**src/rtl/memory_arbiter_if.sv**
```systemverilog
// Bundle of requester handshakes (fetch and data) and the single-port RAM
// signals shared by the unified-memory arbiter.
interface memory_arbiter_if #(
    parameter int ADDR_W = 32,
    parameter int DATA_W = 32
);
    logic              iREN;
    logic [ADDR_W-1:0] iaddr;
    logic              iwait;
    logic [DATA_W-1:0] iload;

    logic              dREN;
    logic              dWEN;
    logic              datomic;
    logic [ADDR_W-1:0] daddr;
    logic [DATA_W-1:0] dstore;
    logic              dwait;
    logic [DATA_W-1:0] dload;

    logic              ramREN;
    logic              ramWEN;
    logic [ADDR_W-1:0] ramaddr;
    logic [DATA_W-1:0] ramstore;
    logic [DATA_W-1:0] ramload;
    logic              ram_ack;

    // Arbiter side: serves the requesters and masters the RAM.
    modport slave (
        input  iREN, iaddr, dREN, dWEN, datomic, daddr, dstore, ramload, ram_ack,
        output iwait, iload, dwait, dload, ramREN, ramWEN, ramaddr, ramstore
    );

    // Environment side: requesters plus the RAM itself.
    modport master (
        output iREN, iaddr, dREN, dWEN, datomic, daddr, dstore, ramload, ram_ack,
        input  iwait, iload, dwait, dload, ramREN, ramWEN, ramaddr, ramstore
    );
endinterface

```
**src/rtl/memory_arbiter.sv**
```systemverilog
// Serialises instruction fetch and data accesses onto one single-port RAM with
// data priority, a fetch fairness flag and the LL/SC link register.
module memory_arbiter #(
    parameter int ADDR_W = 32,
    parameter int DATA_W = 32
) (
    input logic             CLK,
    input logic             RST,
    memory_arbiter_if.slave bus
);
    typedef enum logic [1:0] {
        IDLE    = 2'd0,
        IFETCH  = 2'd1,
        DACCESS = 2'd2,
        SCFAIL  = 2'd3
    } state_t;

    state_t            state_r;
    state_t            state_next_s;
    logic [ADDR_W-1:0] addr_r;
    logic [ADDR_W-1:0] link_addr_r;
    logic [DATA_W-1:0] store_r;
    logic              wr_r;
    logic              atomic_r;
    logic              link_valid_r;
    logic              i_next_r;
    logic              d_pend_s;
    logic              sc_fail_s;
    logic              latch_i_s;
    logic              latch_d_s;
    logic              i_done_s;
    logic              d_done_s;

    // Next-state selection and request latching strobes
    always_comb begin
        d_pend_s     = bus.dREN | bus.dWEN;
        sc_fail_s    = bus.dWEN & bus.datomic & (~link_valid_r | (link_addr_r != bus.daddr));
        state_next_s = state_r;
        latch_i_s    = 1'b0;
        latch_d_s    = 1'b0;
        case (state_r)
            IDLE: begin
                // Data wins unless fetch is owed a turn after the previous data access.
                if (d_pend_s && !(bus.iREN && i_next_r)) begin
                    if (sc_fail_s) begin
                        state_next_s = SCFAIL;
                    end else begin
                        state_next_s = DACCESS;
                        latch_d_s    = 1'b1;
                    end
                end else if (bus.iREN) begin
                    state_next_s = IFETCH;
                    latch_i_s    = 1'b1;
                end else begin
                    state_next_s = IDLE;
                end
            end
            IFETCH, DACCESS: begin
                if (bus.ram_ack) begin
                    state_next_s = IDLE;
                end else begin
                    state_next_s = state_r;
                end
            end
            SCFAIL:  state_next_s = IDLE;
            default: state_next_s = IDLE;
        endcase
    end

    // State register, latched request and fetch fairness flag
    always_ff @(posedge CLK) begin
        if (RST) begin
            state_r  <= IDLE;
            addr_r   <= {ADDR_W{1'b0}};
            store_r  <= {DATA_W{1'b0}};
            wr_r     <= 1'b0;
            atomic_r <= 1'b0;
            i_next_r <= 1'b0;
        end else begin
            state_r <= state_next_s;
            if (latch_i_s) begin
                addr_r   <= bus.iaddr;
                store_r  <= {DATA_W{1'b0}};
                wr_r     <= 1'b0;
                atomic_r <= 1'b0;
            end else if (latch_d_s) begin
                addr_r   <= bus.daddr;
                store_r  <= bus.dstore;
                wr_r     <= bus.dWEN;
                atomic_r <= bus.datomic;
            end
            if (state_r == IFETCH && bus.ram_ack) begin
                i_next_r <= 1'b0;
            end else if ((state_r == DACCESS && bus.ram_ack) || state_r == SCFAIL) begin
                i_next_r <= bus.iREN;
            end
        end
    end

    // LL/SC link, touched only when a data access completes at the RAM
    always_ff @(posedge CLK) begin
        if (RST) begin
            link_valid_r <= 1'b0;
            link_addr_r  <= {ADDR_W{1'b0}};
        end else if (state_r == DACCESS && bus.ram_ack) begin
            if (!wr_r && atomic_r) begin
                link_valid_r <= 1'b1;
                link_addr_r  <= addr_r;
            end else if (wr_r && (atomic_r || addr_r == link_addr_r)) begin
                link_valid_r <= 1'b0;
            end
        end
    end

    // RAM strobes follow the state; reset forces them low within the same cycle
    always_comb begin
        bus.ramREN   = 1'b0;
        bus.ramWEN   = 1'b0;
        bus.ramaddr  = {ADDR_W{1'b0}};
        bus.ramstore = {DATA_W{1'b0}};
        if (!RST && state_r == IFETCH) begin
            bus.ramREN  = 1'b1;
            bus.ramaddr = addr_r;
        end else if (!RST && state_r == DACCESS) begin
            bus.ramREN   = ~wr_r;
            bus.ramWEN   = wr_r;
            bus.ramaddr  = addr_r;
            bus.ramstore = wr_r ? store_r : {DATA_W{1'b0}};
        end else begin
            bus.ramREN = 1'b0;
            bus.ramWEN = 1'b0;
        end
    end

    // Requester handshakes; a stray ram_ack outside an access state is ignored
    always_comb begin
        i_done_s  = !RST && state_r == IFETCH && bus.ram_ack;
        d_done_s  = !RST && ((state_r == DACCESS && bus.ram_ack) || state_r == SCFAIL);
        bus.iwait = bus.iREN & ~i_done_s;
        bus.iload = (bus.iREN && i_done_s) ? bus.ramload : {DATA_W{1'b0}};
        bus.dwait = d_pend_s & ~d_done_s;
        if (d_pend_s && d_done_s && state_r == DACCESS) begin
            bus.dload = wr_r ? {{(DATA_W-1){1'b0}}, atomic_r} : bus.ramload;
        end else begin
            bus.dload = {DATA_W{1'b0}};
        end
    end
endmodule

```
**src/flat_wrapper.sv**
```systemverilog
// flat-port wrapper written by rule: the top's interface ports become plain ports
module memory_arbiter_flat 
#(
    parameter int ADDR_W = 32,
    parameter int DATA_W = 32
)
  (CLK, RST, bus_iREN, bus_iaddr, bus_dREN, bus_dWEN, bus_datomic, bus_daddr, bus_dstore, bus_ramload, bus_ram_ack, bus_iwait, bus_iload, bus_dwait, bus_dload, bus_ramREN, bus_ramWEN, bus_ramaddr, bus_ramstore);
  memory_arbiter_if #(.ADDR_W(ADDR_W), .DATA_W(DATA_W)) bus_i ();
  input logic CLK;
  input logic RST;
  input wire logic [$bits(bus_i.iREN)-1:0] bus_iREN;
  input wire logic [$bits(bus_i.iaddr)-1:0] bus_iaddr;
  input wire logic [$bits(bus_i.dREN)-1:0] bus_dREN;
  input wire logic [$bits(bus_i.dWEN)-1:0] bus_dWEN;
  input wire logic [$bits(bus_i.datomic)-1:0] bus_datomic;
  input wire logic [$bits(bus_i.daddr)-1:0] bus_daddr;
  input wire logic [$bits(bus_i.dstore)-1:0] bus_dstore;
  input wire logic [$bits(bus_i.ramload)-1:0] bus_ramload;
  input wire logic [$bits(bus_i.ram_ack)-1:0] bus_ram_ack;
  output wire logic [$bits(bus_i.iwait)-1:0] bus_iwait;
  output wire logic [$bits(bus_i.iload)-1:0] bus_iload;
  output wire logic [$bits(bus_i.dwait)-1:0] bus_dwait;
  output wire logic [$bits(bus_i.dload)-1:0] bus_dload;
  output wire logic [$bits(bus_i.ramREN)-1:0] bus_ramREN;
  output wire logic [$bits(bus_i.ramWEN)-1:0] bus_ramWEN;
  output wire logic [$bits(bus_i.ramaddr)-1:0] bus_ramaddr;
  output wire logic [$bits(bus_i.ramstore)-1:0] bus_ramstore;
  assign bus_i.iREN = bus_iREN;
  assign bus_i.iaddr = bus_iaddr;
  assign bus_i.dREN = bus_dREN;
  assign bus_i.dWEN = bus_dWEN;
  assign bus_i.datomic = bus_datomic;
  assign bus_i.daddr = bus_daddr;
  assign bus_i.dstore = bus_dstore;
  assign bus_i.ramload = bus_ramload;
  assign bus_i.ram_ack = bus_ram_ack;
  assign bus_iwait = bus_i.iwait;
  assign bus_iload = bus_i.iload;
  assign bus_dwait = bus_i.dwait;
  assign bus_dload = bus_i.dload;
  assign bus_ramREN = bus_i.ramREN;
  assign bus_ramWEN = bus_i.ramWEN;
  assign bus_ramaddr = bus_i.ramaddr;
  assign bus_ramstore = bus_i.ramstore;
  memory_arbiter #(.ADDR_W(ADDR_W), .DATA_W(DATA_W)) u_core (.CLK(CLK), .RST(RST), .bus(bus_i));
endmodule
```
**config.mk**
```make
export PLATFORM = sky130hd
export DESIGN_NAME = memory_arbiter_flat
export DESIGN_NICKNAME = d
export VERILOG_FILES = /design/src/rtl/memory_arbiter_if.sv /design/src/rtl/memory_arbiter.sv /design/src/flat_wrapper.sv
export SDC_FILE = /design/constraint.sdc
export NUM_CORES = 1
export LEC_CHECK = 0
export CAP_MARGIN = 30
export CORE_MARGIN = 2
export CORE_UTILIZATION = 42
export CTS_CLUSTER_DIAMETER = 80
export DETAILED_ROUTE_END_ITERATION = 12
export PLACE_DENSITY_LB_ADDON = 0.2
export SYNTH_ARGS = -nofsm -noshare
export SYNTH_HDL_FRONTEND = slang
export SYNTH_SLANG_ARGS = --single-unit
```
**constraint.sdc**
```tcl
create_clock -name CLK -period 2.76 [get_ports CLK]
set_clock_uncertainty 0.15 [all_clocks]
set_input_delay 0.552 -clock CLK [delete_from_list [all_inputs] [get_ports CLK]]
set_output_delay 0.552 -clock CLK [all_outputs]
set_load 0.01 [all_outputs]
```
Word level (Yosys, flattened, before mapping). Index checks and enable logic that the tools add are counted.

Bits in read-only memories: 0. Output and inout port bits: 132. Word-level logic and storage cells: 77. Latch bits: 0. Register bits after elaboration: 102. Memories kept: 0. RAM bits: 0.

Divide/modulo/power cells: 0. Bitwise operators: 10. Reduce and logical (&&, ||, !) cells: 26. Equality and inequality tests: 6. Mux-type cells: 27. $lt $le $gt $ge: 0. Shifts and indexed selects: 0. Multiply operators: 0. Add/sub/neg operators: 0.

Operator list (number): $mux W32 (10); $eq A32 B32 Y1 (1); $ne A32 B32 Y1 (1); $mux W1 (14); $logic_and A1 B1 Y1 (13); $pmux W2 S3 (1); $reduce_or A2 Y1 (3); $and A1 B1 Y1 (4); $eq A2 B2 Y1 const B (2); $mux W2 (2); $not A1 Y1 (4); $reduce_and A2 Y1 (2); $reduce_bool A2 Y1 (2); $logic_not A1 Y1 (3); $eq A2 B1 Y1 const B (1); $logic_not A2 Y1 (1); $logic_or A1 B1 Y1 (2); $ne A2 B2 Y1 const B (1); $or A1 B1 Y1 (2).

Depth between registers and ports, before layout. Gate-level depths: netlist of run 1.

Depth after elaboration: 8. Depth in mapped cells: 9. Depth with buffers taken out: 7.

Least setup slack after synthesis of run 1. No wires, ideal clock.

Kind: register -> output. Start: register u_core.state_r[0]. End: output bus_dload[10]. Stages on the path, launching flop included: 8. Path buffers: 1. Data arrival time: 1993 ps. Path slack: 65 ps. Cells stage by stage: dfxtp_1 inv_1 ha_1 a21oi_1 or4b_2 nor2_1 clkbuf_1 and2_1.

Cells in the longest elaborated chain, start to end: 7.

RTL lines: start, declared (RTL line memory_arbiter.sv:18) `state_t state_r;`; start signal, assigned (RTL line memory_arbiter.sv:80) `state_r <= state_next_s;`; $eq A2 B2 Y1 (RTL line memory_arbiter.sv:138, memory_arbiter.sv:142); $logic_and A1 B1 Y1 (RTL line memory_arbiter.sv:138) `d_done_s = !RST && ((state_r == DACCESS && bus.ram_ack) || state_r == SCFAIL);`; $logic_or A1 B1 Y1 (RTL line memory_arbiter.sv:138); $logic_and A1 B1 Y1 (RTL line memory_arbiter.sv:138); $logic_and A1 B1 Y1 (RTL line memory_arbiter.sv:142) `if (d_pend_s && d_done_s && state_r == DACCESS) begin`; $logic_and A1 B1 Y1 (*) (RTL line memory_arbiter.sv:142); $mux W32 (*) (RTL line memory_arbiter.sv:142); end, declared (RTL line flat_wrapper.sv:23) `output wire logic [$bits(bus_i.dload)-1:0] bus_dload;`.

Mark *: on every way between the ends. The rest lies on a longest branch, timed or not.

Worst setup path in the final report of run 1.
Start: register u_core.state_r[0]. End: output bus_dload[27].

Same word-level chain as after synthesis.

==> metrics.yaml, run 1 <==
synth.largest_area_cell: "dfxtp_1"
postSynthCellCount: 751
cp.arrival_ns: 2.12
syn_nets: 891
crit_path_max_incr_delay_ns: 0.53
rsz0062_at_grt: "yes"
syn_to_final_growth_pct: 63.32
synth_most_common_cell: "and2_1"
violations: "setup timing"
multi_input_area_um2: 3791
gr-total-overflow: 0
drtPass1Iterations: 6
r2r_setup_slack_ns: 0.13
ir_worst_vdd_v: 0.0002673
cts.htree.levels: 3
grt_antenna_before_repair: 1
grt_pass1_vias: 6065
syn-mean-instance-area_um2: 7.777
power.total_mw: 4.218
ys_top_cells_by_count: "and2_1, dfxtp_1, nand2_1"
core-area_um2: 13720
antennaDiodeCount: 0
cp_common_cell: "buf_6"
grtUsageTotal: 0.2940
grt_pass1_wl_um: 33710
powerDensity_nw_per_um2: 442.2
clockRootBuffer: "clkbuf_16"
ant_nets: 0
max-slew-margin-rel: 0.5680
cp_max_fo: 5
cts_tree: "built"
ys_types: 36
cts.sinks: 102
path_delay_family: "simple AND/OR/NAND/NOR gates"
clkSlewWorstSetupHoldPaths_ns: 0.07
cp_num_buf_inv: 4
yosys_warnings: 0
tightest_slew_ns: 0.6480
vias: 6528
io_pins: 267
synth_flop_cell: "dfxtp_1"
worst_slack_ns: -0.06364
slowest_stage: "or4b_4"
synth_area_um2: 5841
slew_violations: 0
cp_cell_sequence: "buf_6 > ha_4 > a21oi_4 > or4b_4 > nor2_4 > buf_6 > buf_6 > and2_4 > buf_6"
wire_per_inst_um: 18.68
clock_latency_ns: 0.35
cts_buffer_depth: 2
die_h_um: 121.9
numCtsBuffers: 9
seq_area_um2: 2048
grt_start_max_net_pins: 41
critPathRequiredTime_ns: 2.06
start_kind: "register"
dpl.hpwl_um: 15770
drt-initial-drc-count: 476
drive_gt1_frac: 0.2144
seq_area_frac_synth: 0.3496
dieArea_um2: 14870
final_util: 0.6953
cap_violations: 0
fillers: 1152
fmax_ghz: 0.3542
hold_viol: 0
finalCritPeriodShare: 1.023
status: "finished with violations"
synth_area_leaders: "dfxtp_1, and2_1, nand2_1"
start_util: 0.4257
synth_top_area_share: 0.3496
routed_wl_um: 22790
fin_crit_ns: 2.824
setup_violations: 20
ys_async_sr_fraction: 0
fp-row-count: 43
p_leak_nw: 4.277
synth_edf_count: 0
drcViolationCount: 0
place_congestion: 0.8827
num-nets-final: 1175
hold_ws_ns: 0.3232
critPathCaptureType: "output port"
vias_per_cell: 5.351
io_buffer_count: 266
ys_ff_latch: 102
hp-class: "register to register"
crit_type: "register to output port"
die_width_um: 121.9
-- sequential cells by signal, summed over array words and instances, names as in the netlist --
name,count
u_core.link_addr_r,32
u_core.atomic_r,1
u_core.store_r,32
u_core.wr_r,1
u_core.i_next_r,1
u_core.addr_r,32
u_core.state_r,2
u_core.link_valid_r,1
-- power by group --
| group | internal, mW | switching (mW) | total [mW] |
|---|---|---|---|
| clock | 0.740 | 0.592 | 1.33 |
| sequential | 1.60 | 0.113 | 1.71 |
| combinational | 0.609 | 0.567 | 1.18 |
| total | 2.95 | 1.27 | 4.22 |
-- tightest hold or removal path, stage by stage (launching register included) --
cell and delay, ns:
dfxtp_1 0.31, nand3_1 0.06, a21oi_1 0.06
-- through the flow --
step	area [um^2]	setup TNS, ns	worst slack [ns]	cells
6_report	9539	-0.9600	-0.06364	1220
5_1_grt	9539	-3.255	-0.1373	1220
4_1_cts	9390	-2.986	-0.1446	1213
3_5_place_dp	8926	-80.20	-0.7765	1176
3_3_place_gp	8911	-76.65	-0.6960	1175
2_1_floorplan	5841	0	0.06536	751
-- worst paths after layout --
check                    startpoint                  end  cells past startpoint
min             u_core.link_valid_r  u_core.link_valid_r                      2
max               u_core.state_r[0]        bus_dload[27]                      9
max reg2reg  u_core.link_addr_r[28]    u_core.addr_r[14]                      9
min reg2reg     u_core.link_valid_r  u_core.link_valid_r                      2
-- layer usage --
metal	global-route usage	wire, um
met1	0.3523	8962
met2	0.5028	11180
met3	0.06742	1658
met4	0.1279	974
met5	0	13
-- kinds of logic (layout without fill, tap and decap cells) --
family	Yosys count	in the layout	synth area share
AND/OR/NAND/NOR	370	370	0.3357
AO/OA/AOI/OAI	143	143	0.1585
flip-flops	102	102	0.3496
buffers and inverters	65	354	0.04606
XOR/XNOR	64	64	0.09597
adder cells (fa/ha/maj)	5	5	0.01071
multiplexers	2	2	0.003428
-- repair_timing --
action	CTS	global route
hold buffers	0	0
pin swaps	11	20
buffers inserted	13	7
cloned	8	1
resized for setup	329	138
setup endpoints to repair	196	173
-- area by class of cell --
type,instances,area share
multi-input cells,584,0.3974
repair buffers,335,0.3304
flip-flops and latches,102,0.2147
clock buffers,11,0.02545
well taps,180,0.02361
clock inverters,5,0.006952
inverters,3,0.001443
-- placed cells by master (no fill, tap or decap), types with 3 or more instances in the layout --
cell type and n:
a21oi_1 69, a311o_1 32, and2_1 141, and2_4 19, buf_12 10, buf_2 35, buf_4 36, buf_6 36
buf_8 3, clkbuf_16 10, clkbuf_2 26, clkdlybuf4s50_1 121, dfxtp_1 99, dlygate4sd2_1 49, dlymetal6s2s_1 14, ha_4 3
nand2_1 98, nand3_1 36, nand4_1 11, nor2_1 5, nor2_2 3, nor2_4 3, nor3_1 33, nor4_1 3
nor4_2 3, o21ai_0 33, xnor2_1 35, xnor2_2 7, xor2_1 22
Power figures use the tool's default switching activity.
==> run 2: changes to the inputs <==
--- a/config.mk
+++ b/config.mk
@@ -5,12 +5,14 @@
 export SDC_FILE = /design/constraint.sdc
 export NUM_CORES = 1
 export LEC_CHECK = 0
+export ABC_AREA = 1
 export CAP_MARGIN = 30
 export CORE_MARGIN = 2
-export CORE_UTILIZATION = 42
+export CORE_UTILIZATION = 43
 export CTS_CLUSTER_DIAMETER = 80
 export DETAILED_ROUTE_END_ITERATION = 12
-export PLACE_DENSITY_LB_ADDON = 0.2
+export PLACE_DENSITY_LB_ADDON = 0.12
 export SYNTH_ARGS = -nofsm -noshare
 export SYNTH_HDL_FRONTEND = slang
 export SYNTH_SLANG_ARGS = --single-unit
+export TNS_END_PERCENT = 20
==> run 2 against run 1 <==
The run now ends clean; synthesized cell count grew 25%; sequential power is essentially flat; combinational power grew 4%; synthesized area grew 2.7%; clock power grew 4%; worst hold slack gained 0.010 ns; utilization shrank 2.6 points; cell area shrank 3.3%; global-route usage shrank 3.5 points; count of clock-buffer cells in the layout is the same; worst setup slack gained 0.086 ns; largest cell class unchanged; largest power group unchanged.
==> metrics.yaml, run 2 <==
status: "finished clean"  # was finished with violations
path_delay_family: "buffers and inverters"  # was simple AND/OR/NAND/NOR gates
crit_type: "input pin to output port"  # was register to output port
postCtsSetupRepairBufs: 0  # was 13
grt_pass1_wl_um: 30200  # was 33710 um
vias_per_cell: 4.889  # was 5.351
cts_hold_buf: 0  # unchanged
pre_cts_ws_ns: -0.3421  # was -0.7765 ns
drt-initial-drc-count: 486  # was 476
use_met3: 0.05103  # was 0.06742
grt_pass1_vias: 5926  # was 6065
synth_area_um2: 5998  # was 5841 um^2
drive_gt1_frac: 0.1164  # was 0.2144
holdPathEnd: "u_core.addr_r[30]"  # was u_core.link_valid_r
rsz0062_at_grt: "yes"  # unchanged
met1_usage: 0.3572  # was 0.3523
clockRootBuffer: "clkbuf_16"  # unchanged
tightest_slew_ns: 0.3756  # was 0.6480 ns
dieArea_um2: 14910  # was 14870 um^2
start_util: 0.4355  # was 0.4257
synth.largest_area_cell: "dfxtp_1"  # unchanged
grt_antenna_before_repair: 0  # was 1
synth_top_area_share: 0.3404  # was 0.3496
synth_most_common_cell: "nor2_1"  # was and2_1
crit_path_max_incr_delay_ns: 0.56  # was 0.53 ns
synth_flop_cell: "dfxtp_1"  # unchanged
antennaDiodeCount: 0  # unchanged
worst_slack_ns: 0.02255  # was -0.06364 ns
cp_num_buf_inv: 5  # was 4
clock_latency_ns: 0.35  # about the same
final_util: 0.6694  # was 0.6953
min_path_cells: 2  # unchanged
rr_startpoint: "u_core.link_addr_r[15]"  # was u_core.link_addr_r[28]
largestRegisters: "u_core.addr_r: 32 flops, u_core.link_addr_r: 32 flops, u_core.store_r: 32 flops"  # unchanged
finalCritPeriodShare: 0.9918  # was 1.023
synth_area_leaders: "dfxtp_1, nor2_1, inv_1"  # was dfxtp_1, and2_1, nand2_1
post_dp_cell_area_um2: 9010  # was 8926 um^2
die_h_um: 122.1  # was 121.9 um
die_width_um: 122.1  # was 121.9 um
cap_violations: 0  # unchanged
fmax_ghz: 0.3653  # was 0.3542 GHz
postLayoutCellArea_um2: 9220  # was 9539 um^2
grt.busiest_layer: "met2"  # unchanged
hold_viol: 0  # unchanged
fillers: 1278  # was 1152
cp.arrival_ns: 2.04  # was 2.12 ns
slowest_stage: "clkdlybuf4s50_1"  # was or4b_4
clkSlewWorstSetupHoldPaths_ns: 0.07  # about the same
cp_cell_sequence: "dlygate4sd2_1 > inv_2 > buf_4 > o21ai_4 > buf_12 > nor2_1 > clkdlybuf4s50_1"  # was buf_6 > ha_4 > a21oi_4 > or4b_4 > nor2_4 > buf_6 > buf_6 > and2_4 > buf_6
cts_tree: "built"  # unchanged
cp_num_cells: 7  # was 9
cts.sinks: 102  # unchanged
r2r-end: "u_core.atomic_r"  # was u_core.addr_r[14]
cp_max_fo: 19  # was 5
met2_usage: 0.4068  # was 0.5028
powerDensity_nw_per_um2: 470.9  # was 442.2 nW/um^2
core-area_um2: 13770  # was 13720 um^2
final_cell_mix: "nor2_1, clkdlybuf4s50_1, inv_1"  # was and2_1, clkdlybuf4s50_1, dfxtp_1
place_congestion: 0.8909  # was 0.8827
num-nets-final: 1338  # was 1175
hp-class: "register to register"  # unchanged
ys_top_cells_by_count: "nor2_1, inv_1, nand2_1"  # was and2_1, dfxtp_1, nand2_1
setup_violations: 0  # was 20
critPathCaptureType: "output port"  # unchanged
finalNonFillerCells: 1383  # was 1220
start_kind: "input pin"  # was register
ir_worst_vdd_v: 0.0003231  # was 0.0002673 V
vias: 6761  # was 6528
power.total_mw: 4.342  # was 4.218 mW
slew_violations: 0  # unchanged
io_buffer_count: 266  # unchanged
fp-row-count: 43  # unchanged
fin_crit_ns: 2.737  # was 2.824 ns
seq_area_frac_synth: 0.3404  # was 0.3496
hold_path.startpoint: "u_core.addr_r[30]"  # was u_core.link_valid_r
max-slew-margin-rel: 0.7478  # was 0.5680
critPathRequiredTime_ns: 2.06  # about the same
grt_start_max_net_pins: 66  # was 41
drcViolationCount: 0  # unchanged
gr-total-overflow: 0  # unchanged
postSynthCellCount: 937  # was 751
wire_per_inst_um: 14.58  # was 18.68 um
io_pins: 267  # unchanged
cts.htree.levels: 3  # unchanged
ys_ff_latch: 102  # unchanged
ys_types: 33  # was 36
ant_nets: 0  # unchanged
dpl.hpwl_um: 14860  # was 15770 um
drtPass1Iterations: 5  # was 6
syn_to_final_growth_pct: 53.71  # was 63.32%
yosys_warnings: 0  # unchanged
synth_edf_count: 0  # unchanged
syn-mean-instance-area_um2: 6.402  # was 7.777 um^2
ys_async_sr_fraction: 0  # unchanged
r2r_setup_slack_ns: 0.71  # was 0.13 ns
routed_wl_um: 20160  # was 22790 um
dpl.cell_count: 1366  # was 1176
p_leak_nw: 4.367  # was 4.277 nW
numCtsBuffers: 9  # unchanged
grtUsageTotal: 0.2587  # was 0.2940
cts_buffer_depth: 2  # unchanged
ff2ff_path_depth: 15  # was 9
syn_nets: 1077  # was 891
final_common_cell: "nor2_1"  # was and2_1
## run 2: cell count changes after synthesis, sizes merged, moves of 9 or more
cell and change:
a311o -32, and2 -160, buf +14, clkbuf -27
inv +149, mux2 +32, nand2 +33, nand4 -9
nor2 +208, nor3 -29, o21ai +47, xnor2 -29
xor2 -16
## run 2: cells by family (layout without fill, tap and decap cells)
group / after synthesis / count (layout) / share of synthesized area
muxes: 32 / 32 / 0.06008
adders and majority gates: 5 / 5 / 0.01043
buffers and inverters: 205 / 471 / 0.1435
AOI/OAI and AO/OA: 167 / 167 / 0.1448
DFF: 102 / 102 / 0.3404
xor gates and xnor gates: 19 / 19 / 0.02774
and+or+nand+nor: 407 / 407 / 0.2730
## run 2: metal layers
metal  vias up  routed length [um]
met3        24                1576
met2       251                9272
met4         0                 359
li1       3429                   -
met5         -                   0
met1      3057                8953
## run 2: worst register-to-register path: stages, from the launching register on
cell and delay (ns):
dfxtp_1 0.38, inv_2 0.05, nand2_1 0.06, nand2_1 0.05
inv_1 0.04, nand2_1 0.05, nor2_1 0.16, nand2_1 0.09
nor2_2 0.12, nand3_2 0.10, nand2_2 0.09, nand2_4 0.14
inv_2 0.11, buf_12 0.19, nand2_1 0.07, a21oi_1 0.13
## run 2: power by group
part / internal [mW] / switching (mW)
clock network: 0.800 / 0.584
logic: 0.582 / 0.647
registers: 1.63 / 0.103
total: 3.01 / 1.33
## run 2: final cells by class
class	count	area (um^2)	share of cell area
Clock buffer	11	232.7	0.02524
Tap cell	180	225.2	0.02443
Multi-Input combinational cell	630	3152	0.3418
Sequential cell	102	2046	0.2219
Timing Repair Buffer	299	2897	0.3142
Clock inverter	5	82.58	0.008956
Inverter	156	585.6	0.06351
## run 2: per-stage QoR
step,TNS [ns],hold slack (ns)
floorplan,0,0.3040
global placement,-22.87,0.3116
detailed placement,-27.66,0.3206
CTS,-2.092,0.3353
global route,-0.1018,0.3548
finish,0,0.3337
## run 2: worst max-delay path by stage
stage | start | to | slack [ns]
floorplan | RST | bus_ramstore[10] | 0.43
global placement | RST | bus_ramstore[24] | -0.24
detailed placement | RST | bus_ramstore[14] | -0.34
CTS | u_core.state_r[1] | bus_iload[0] | -0.17
global route | u_core.state_r[0] | bus_dload[8] | -0.04
finish | RST | bus_ramaddr[1] | 0.02
## run 2: what timing repair did
item                                    CTS  global route
hold endpoints to repair                  0             0
endpoints found under the setup margin  132            97
gates resized for setup                 102            72
gates cloned                              1             0
pin swaps                                 1             0
==> run 3: changes to the inputs <==
--- a/config.mk
+++ b/config.mk
@@ -9,6 +9,7 @@
 export CAP_MARGIN = 30
 export CORE_MARGIN = 2
 export CORE_UTILIZATION = 43
+export CTS_BUF_LIST = sky130_fd_sc_hd__clkbuf_16
 export CTS_CLUSTER_DIAMETER = 80
 export DETAILED_ROUTE_END_ITERATION = 12
 export PLACE_DENSITY_LB_ADDON = 0.12
==> run 3 against run 2 <==
Clock power about the same; die area unchanged; non-clock buffer count unchanged; sequential power about the same; power down 0.14%; cell area unchanged; fmax about the same; cell count unchanged; worst hold slack about the same; critical path type unchanged; largest power group unchanged; highest routed layer unchanged.
==> metrics.yaml, run 3 (synthesis gave the netlist of run 2 again) <==
status: "finished clean"  # unchanged
dpl.hpwl_um: 14860  # unchanged
syn_to_final_growth_pct: 53.71  # unchanged
clockRootBuffer: "clkbuf_16"  # unchanged
drcViolationCount: 0  # unchanged
cap_violations: 0  # unchanged
ff2ff_path_depth: 15  # unchanged
crit_type: "input pin to output port"  # unchanged
die_h_um: 122.1  # unchanged
postCtsSetupRepairBufs: 0  # unchanged
grt_pass1_wl_um: 30200  # unchanged
setup_violations: 0  # unchanged
r2r-end: "u_core.atomic_r"  # unchanged
hold_viol: 0  # unchanged
start_util: 0.4355  # unchanged
rsz0062_at_grt: "yes"  # unchanged
wire_per_inst_um: 14.58  # about the same
cp.arrival_ns: 2.04  # about the same
largestRegisters: "u_core.addr_r: 32 flops, u_core.link_addr_r: 32 flops, u_core.store_r: 32 flops"  # unchanged
start_kind: "input pin"  # unchanged
numCtsBuffers: 9  # unchanged
critPathRequiredTime_ns: 2.06  # about the same
p_leak_nw: 4.375  # was 4.367 nW
fin_crit_ns: 2.737  # about the same
io_pins: 267  # unchanged
num-nets-final: 1338  # unchanged
max-slew-margin-rel: 0.7528  # was 0.7478
ant_nets: 0  # unchanged
hp-class: "register to register"  # unchanged
grt_antenna_before_repair: 0  # unchanged
finalNonFillerCells: 1383  # unchanged
r2r_setup_slack_ns: 0.71  # about the same
antennaDiodeCount: 0  # unchanged
cp_max_fo: 19  # unchanged
drt-initial-drc-count: 485  # was 486
worst_slack_ns: 0.02280  # was 0.02255 ns
place_congestion: 0.8909  # unchanged
dpl.cell_count: 1366  # unchanged
hold_path.startpoint: "u_core.addr_r[30]"  # unchanged
clock_latency_ns: 0.35  # about the same
grtUsageTotal: 0.2587  # unchanged
cts_hold_buf: 0  # unchanged
core-area_um2: 13770  # unchanged
cts.htree.levels: 3  # unchanged
slew_violations: 0  # unchanged
grt_pass1_vias: 5928  # was 5926
cp_cell_sequence: "dlygate4sd2_1 > inv_2 > buf_4 > o21ai_4 > buf_12 > nor2_1 > clkdlybuf4s50_1"  # unchanged
finalCritPeriodShare: 0.9917  # was 0.9918
critPathCaptureType: "output port"  # unchanged
holdPathEnd: "u_core.addr_r[30]"  # unchanged
routed_wl_um: 20170  # was 20160 um
fp-row-count: 43  # unchanged
cts_buffer_depth: 2  # unchanged
min_path_cells: 2  # unchanged
crit_path_max_incr_delay_ns: 0.56  # about the same
grt_start_max_net_pins: 66  # unchanged
rr_startpoint: "u_core.link_addr_r[15]"  # unchanged
final_cell_mix: "nor2_1, clkdlybuf4s50_1, inv_1"  # unchanged
die_width_um: 122.1  # unchanged
final_common_cell: "nor2_1"  # unchanged
drtPass1Iterations: 5  # unchanged
slowest_stage: "clkdlybuf4s50_1"  # unchanged
pre_cts_ws_ns: -0.3421  # unchanged
powerDensity_nw_per_um2: 470.2  # was 470.9 nW/um^2
ir_worst_vdd_v: 0.0003225  # was 0.0003231 V
gr-total-overflow: 0  # unchanged
dieArea_um2: 14910  # unchanged
io_buffer_count: 266  # unchanged
vias_per_cell: 4.886  # was 4.889
tightest_slew_ns: 0.3681  # was 0.3756 ns
fmax_ghz: 0.3653  # about the same
drive_gt1_frac: 0.1164  # unchanged
clkSlewWorstSetupHoldPaths_ns: 0.07  # about the same
cts_tree: "built"  # unchanged
cts.sinks: 102  # unchanged
vias: 6758  # was 6761
## run 3: changes by cell type in the layout (fill, tap and decap cells not counted)
cell	before	now
clkbuf_1	2	0
inv_1	139	141
## run 3: layout make-up
class | count | area [um^2]
timing repair buffer | 299 | 2897
clock inverter | 7 | 90.09
tap | 180 | 225.2
inverter | 156 | 585.6
fill | 1278 | 4553
clock buffer | 9 | 225.2
multi-input combinational | 630 | 3152
sequential | 102 | 2046
## run 3: per-layer routing
metal	up-vias	track usage	routed length [um]
li1	3432	-	-
met1	3072	0.3572	9048
met2	232	0.4068	9270
met3	22	0.05103	1509
met4	0	0.08118	343
met5	-	0	0
## run 3: how the worst max path moves through the flow
| stage | cells after the start | from | end |
|---|---|---|---|
| final | 7 | RST | bus_ramaddr[1] |
| after global routing | 10 | u_core.state_r[0] | bus_dload[8] |
| after detailed placement | 8 | RST | bus_ramstore[14] |
| after global placement | 8 | RST | bus_ramstore[24] |
| after floorplan | 6 | RST | bus_ramstore[10] |
| after CTS | 8 | u_core.state_r[1] | bus_iload[0] |
## run 3: worst max-delay path, delay by kind of cell
| kind | cells | cell delay (ns) |
|---|---|---|
| buf+inv | 5 | 1.23 |
| simple gates | 1 | 0.16 |
| compound gates | 1 | 0.08 |
## run 3: metrics by stage
step / total power, mW / instance area (um^2) / TNS [ns] / util / hold slack (ns)
6_report: 4.335 / 9220 / 0 / 0.6694 / 0.3337
5_1_grt: 4.543 / 9220 / -0.1018 / 0.6694 / 0.3548
4_1_cts: 4.347 / 9273 / -2.092 / 0.6732 / 0.3353
3_5_place_dp: 2.973 / 9010 / -27.66 / 0.6542 / 0.3206
3_3_place_gp: 2.957 / 9010 / -22.87 / 0.6542 / 0.3116
2_1_floorplan: 2.456 / 5998 / 0 / - / 0.3040
## run 3: what timing repair did
item,4_1_cts,5_1_grt
endpoints found under the setup margin,132,97
pin swaps,1,0
hold endpoints to repair,0,0
resized for setup,102,72
cloned,1,0
## run 3: power by group
part           total, mW  switching, mW  internal (mW)  leakage (nW)
registers           1.73          0.103           1.62         0.836
clock network       1.38          0.586          0.792         0.162
logic               1.23          0.647          0.582          3.38
total               4.34           1.34           3.00          4.38
